[config.mk]
export PLATFORM = sky130hd
export DESIGN_NAME = sdram_cmd_shifter
export DESIGN_NICKNAME = d
export VERILOG_FILES = /design/src/rtl/sdram_pkg.sv /design/src/rtl/sr_piso8.sv /design/src/rtl/sdram_cmd_shifter.sv
export SDC_FILE = /design/constraint.sdc
export NUM_CORES = 1
export LEC_CHECK = 0
export CORE_UTILIZATION = 55
export CTS_CLUSTER_DIAMETER = 30
export DETAILED_ROUTE_END_ITERATION = 10
export GPL_TIMING_DRIVEN = 0
export PLACE_DENSITY_LB_ADDON = 0.1
export SLEW_MARGIN = 20
export SYNTH_ARGS = -nofsm -noshare
export SYNTH_HDL_FRONTEND = slang
export SYNTH_HIERARCHICAL = 1
export SYNTH_SLANG_ARGS = --single-unit
export TNS_END_PERCENT = 10
[constraint.sdc]
create_clock -name clk -period 3.92 [get_ports clk]
set_clock_uncertainty 0.15 [all_clocks]
set_input_delay 0.392 -clock clk [delete_from_list [all_inputs] [get_ports clk]]
set_output_delay 0.392 -clock clk [all_outputs]
set_load 0.01 [all_outputs]
[src/rtl/sdram_pkg.sv]
// sdram_pkg: SDRAM command word layout, 74595 lane bit maps and command encodings
package sdram_pkg;

   typedef struct packed {
      logic        cke;
      logic        csb;
      logic        rasb;
      logic        casb;
      logic        web;
      logic [1:0]  dqm;
      logic [1:0]  ba;
      logic [12:0] addr;
   } sdram_cmd_t;

   // {csb, rasb, casb, web}
   localparam logic [3:0] CMD_INHIBIT   = 4'b1111;
   localparam logic [3:0] CMD_NOP       = 4'b0111;
   localparam logic [3:0] CMD_ACTIVATE  = 4'b0011;
   localparam logic [3:0] CMD_READ      = 4'b0101;
   localparam logic [3:0] CMD_WRITE     = 4'b0100;
   localparam logic [3:0] CMD_PRECHARGE = 4'b0010;
   localparam logic [3:0] CMD_LOAD_MODE = 4'b0000;

   localparam sdram_cmd_t INHIBIT_WORD = 22'h3E0000;

   // Bit positions in the command word, written Q_H..Q_A per lane; 22 selects a constant 0
   localparam logic [2:0][7:0][4:0] LANE_MAP = {
      {5'd22, 5'd17, 5'd18, 5'd19, 5'd20, 5'd21, 5'd16, 5'd15},
      {5'd14, 5'd10, 5'd0,  5'd1,  5'd2,  5'd3,  5'd22, 5'd13},
      {5'd5,  5'd6,  5'd7,  5'd8,  5'd9,  5'd11, 5'd12, 5'd4}
   };

   function automatic sdram_cmd_t mk_cmd(input logic [3:0] code, input logic [1:0] ba,
                                         input logic [12:0] addr);
      mk_cmd = {1'b1, code, 2'b00, ba, addr};
   endfunction

   // Parallel byte for one 74595, bit 7 = Q_H (shifted first), bit 0 = Q_A
   function automatic logic [7:0] lane_bits(input sdram_cmd_t c, input int l);
      logic [22:0] x;
      x = {1'b0, c};
      for (int i = 0; i < 8; i++) lane_bits[i] = x[LANE_MAP[l][i]];
   endfunction

endpackage

[src/rtl/sr_piso8.sv]
// sr_piso8: 8-bit parallel-load shift register, Q_H (MSB) first out
module sr_piso8 (
   input  logic       clk,
   input  logic       rst,
   input  logic       load,
   input  logic       shift,
   input  logic [7:0] d,
   output logic       q_h
);
   logic [7:0] sr;
   assign q_h = sr[7];
   // load has priority; shifting moves the next lower bit up to Q_H
   always_ff @(posedge clk) begin
      if (rst) sr <= '0;
      else if (load) sr <= d;
      else if (shift) sr <= {sr[6:0], 1'b0};
   end
endmodule

[src/rtl/sdram_cmd_shifter.sv]
// sdram_cmd_shifter: serialises an SDRAM command word onto three 74595 lanes with shared srclk/rclk
module sdram_cmd_shifter
   import sdram_pkg::*;
#(
   parameter int HALF_PERIOD = 1
) (
   input  logic       clk,
   input  logic       rst,
   input  logic       cmd_valid,
   output logic       cmd_ready,
   input  sdram_cmd_t cmd,
   output logic       srclk,
   output logic       rclk,
   output logic       ser1,
   output logic       ser2,
   output logic       ser3,
   output logic       busy
);
   localparam logic [2:0] INIT     = 3'd0;
   localparam logic [2:0] IDLE     = 3'd1;
   localparam logic [2:0] BIT_LO   = 3'd2;
   localparam logic [2:0] BIT_HI   = 3'd3;
   localparam logic [2:0] LATCH_HI = 3'd4;
   localparam logic [2:0] LATCH_LO = 3'd5;
   localparam int PW = $clog2(HALF_PERIOD + 1);
   localparam logic [PW-1:0] PH_LAST = PW'(HALF_PERIOD - 1);

   logic [2:0]    state;
   logic [PW-1:0] phase;
   logic [2:0]    bit_cnt;
   logic          start, ph_end, shift_en;
   logic [2:0]    q;
   sdram_cmd_t    word;

   // INIT launches the inhibit frame by itself; IDLE launches on a handshake
   assign start     = state == INIT || (state == IDLE && cmd_valid);
   assign word      = state == INIT ? INHIBIT_WORD : cmd;
   assign ph_end    = phase == PH_LAST;
   assign shift_en  = state == BIT_HI && ph_end;
   assign cmd_ready = state == IDLE;
   assign busy      = !cmd_ready;
   assign srclk     = state == BIT_HI;
   assign rclk      = state == LATCH_HI;
   assign {ser3, ser2, ser1} = (state == BIT_LO || state == BIT_HI) ? q : 3'b000;

   for (genvar l = 0; l < 3; l++) begin : g_lane
      sr_piso8 u_sr (
         .clk   (clk),
         .rst   (rst),
         .load  (start),
         .shift (shift_en),
         .d     (lane_bits(word, l)),
         .q_h   (q[l])
      );
   end

   // frame sequencer: every phase lasts HALF_PERIOD cycles, eight bit pairs then the latch pulse
   always_ff @(posedge clk) begin
      if (rst) begin
         state   <= INIT;
         phase   <= '0;
         bit_cnt <= '0;
      end else if (start) begin
         state <= BIT_LO;
         phase <= '0;
      end else if (state != IDLE) begin
         phase <= ph_end ? '0 : phase + PW'(1);
         if (ph_end) begin
            if (state == BIT_HI) bit_cnt <= bit_cnt + 3'd1;
            state <= state == BIT_LO ? BIT_HI :
                     state == BIT_HI ? (bit_cnt == 3'd7 ? LATCH_HI : BIT_LO) :
                     state == LATCH_HI ? LATCH_LO : IDLE;
         end
      end
   end
endmodule

==> flow_summary.json <==
{
  "critical_path_required_ns": 3.38,
  "fmax_ghz": 0.440,
  "synth_top_family_by_area": "simple AND/OR/NAND/NOR gates",
  "grt_pass1_vias": 1307,
  "leakage_nw": 0.777,
  "die_h_um": 56.6,
  "status": "finished clean",
  "p_comb_share_pct": 20.0,
  "path_clk_slew_ns": 0.09,
  "cp-end-kind": "output port",
  "gp_congestion": 0.779,
  "cp-start-kind": "flip-flop",
  "drt_iter0_markers": 32,
  "cp.arrival_ns": 1.73,
  "htree_levels": 2,
  "min_period_over_period_pct": 58.0,
  "peakVddDrop_mv": 0.409,
  "slew_violations": 0,
  "diodes": 0,
  "port_buffers": 31,
  "grt_first_pass_wirelength_mm": 5.89,
  "slew_headroom_pct": 60.9,
  "path_max_fanout": 9,
  "numPlacedInstances": 234,
  "cts_resized": 0,
  "fin_crit_ns": 2.27,
  "clock_path_buffers": 2,
  "fin_setup_tns_ns": 0,
  "p_seq_share_pct": 46.1,
  "switching_share_pct": 24.6,
  "drive_gt1_share_pct": 13.8,
  "ys_warn_count": 6,
  "pwr-share-clk_pct": 33.9,
  "clock-sinks": 30,
  "hp-class": "reg -> reg",
  "ys_types": 27,
  "power.switching_mw": 0.183,
  "die_area_sq_um": 3210,
  "design_area_sq_um": 2090,
  "grt_start_max_net_pins": 17,
  "synth-simple-area-share_pct": 27.0,
  "cts_buffers": 5,
  "hold_viol_final": 0,
  "syn_area_per_cell_sq_um": 9.66,
  "setup_viol_count_final": 0,
  "clk_latency_ns": 0.32,
  "overflow": 0,
  "rows": 19,
  "core_sq_um": 2780,
  "finalNonFillerCells": 241,
  "totalWireLength_mm": 3.36,
  "route.detailed.drc": 0,
  "p_per_area_nw_per_um2": 356,
  "ys_seq_elements": 30,
  "hpwl_mm": 2.42,
  "start_util_pct": 59.0,
  "final_cell_mix": "nor2b_1 (40), clkdlybuf4s50_1 (31), dfxtp_1 (30), mux2i_1 (23), a211oi_1 (21)",
  "die_w_um": 56.6,
  "layout_commonest_cell": "nor2b_1",
  "tightest_slew_ns": 0.584,
  "synth-seq-area-share_pct": 36.6,
  "dr.pass1.iters": 4,
  "num-fill-cells": 227,
  "cts_setup_buffers": 0,
  "cts_tree": "built",
  "rsz0062_at_grt": "no",
  "synthCells": 170,
  "fin_nets": 237,
  "maxCapViolCount": 0,
  "synth-compound-area-share_pct": 12.7,
  "root_buffer": "clkbuf_4",
  "criticalPathCategory": "reg -> out",
  "ctsHoldBuffers": 0,
  "routed_via_density": 5.30,
  "antenna_found_initial": 0,
  "synth_fa_ha_area_share_pct": 1.52,
  "synth_mux_area_share_pct": 14.9,
  "wl_per_cell_um": 14.0,
  "synth_xor_area_share_pct": 0,
  "io_pins": 32,
  "track_usage_pct": 24.2,
  "postRouteAntennaNets": 0,
  "synth_area_sq_um": 1640,
  "syn_to_final_growth_pct": 27.4,
  "dpl_cell_area_sq_um": 2010,
  "fin_util_pct": 75.2,
  "vias": 1278,
  "internal_power_mw": 0.561
}
==> synth_stat cells (all sizes together) <==
cell,number,area [sq um]
a22o,1,10.0
a21oi,3,15.0
nor3b,2,15.0
nor2b,40,250
nand2b,6,37.5
ha,2,25.0
a21boi,1,7.51
dfxtp,30,601
a211oi,21,158
mux2,1,15.0
mux2i,23,230
and3b,1,8.76
or3b,3,26.3
nor2,2,7.51
clkdlybuf4s18,3,30.0
and2b,2,16.3
nor3,1,10.0
and2,4,25.0
a311oi,1,8.76
o31a,1,10.0
conb,1,3.75
inv,5,18.8
or2,5,31.3
nand2,4,15.0
buf,7,66.3
==> worst max-delay path, stage by stage, from the launching register on <==
cell and delay [ns]:
dfxtp_1 0.49, and3b_1 0.22, buf_6 0.15, clkdlybuf4s50_1 0.54
==> metrics by stage <==
step                power [mW]  hold WS [ns]  setup WS, ns
floorplan                0.442         0.302          1.36
global placement         0.490         0.312        -0.103
detailed placement       0.499         0.330          1.63
CTS                      0.751         0.343          1.63
global route             0.781         0.399          1.54
finish                   0.744         0.339          1.65
==> power by group through the flow <==
stage / clock [mW] / sequential [mW] / combinational, mW
2_1_floorplan: 0 / 0.346 / 0.0964
3_3_place_gp: 0 / 0.349 / 0.141
3_5_place_dp: 0 / 0.350 / 0.148
4_1_cts: 0.258 / 0.343 / 0.150
5_1_grt: 0.270 / 0.346 / 0.165
6_report: 0.252 / 0.343 / 0.149
==> layout make-up <==
cell class	instances	area, sq um	share of cell area [%]
clock inverters	1	30.0	1.44
multi-input cells	126	933	44.6
repair buffers	32	322	15.4
flip-flops and latches	30	601	28.7
clock buffers	6	51.3	2.45
plain buffers	10	96.3	4.61
well taps	31	38.8	1.86
inverters	5	18.8	0.898
==> flip-flops by register name, indices dropped and copies added (netlist names) <==
| register | flops |
|---|---|
| state | 3 |
| g_lane.u_sr/sr | 24 |
| bit_cnt | 3 |
==> logic make-up (layout without fill, tap and decap cells) <==
group / count (synthesis) / after routing
DFF: 30 / 30
and+or+nand+nor: 70 / 70
muxes: 24 / 24
AOI/OAI and AO/OA: 28 / 28
adders and majority gates: 2 / 2
other: 1 / 2
buffers and inverters: 15 / 54
==> per-layer routing <==
| layer | up-vias | part of all wire, % | track usage, % |
|---|---|---|---|
| li1 | 671 | - | - |
| met1 | 579 | 45 | 28.1 |
| met2 | 26 | 51 | 41.5 |
| met3 | 2 | 3.7 | 7.83 |
| met4 | 0 | 0.86 | 8.36 |
| met5 | - | 0 | 0 |
==> path summary, 6_finish.rpt <==
check,from,end,slack [ns],cells past startpoint
setup / recovery,state[0],srclk,1.65,3
setup reg to reg,state[1],g_lane[1].u_sr/sr[6],1.92,6
hold / removal,bit_cnt[2],bit_cnt[2],0.34,2
hold reg to reg,bit_cnt[2],bit_cnt[2],0.34,2
(Power assumes the default switching activity.)
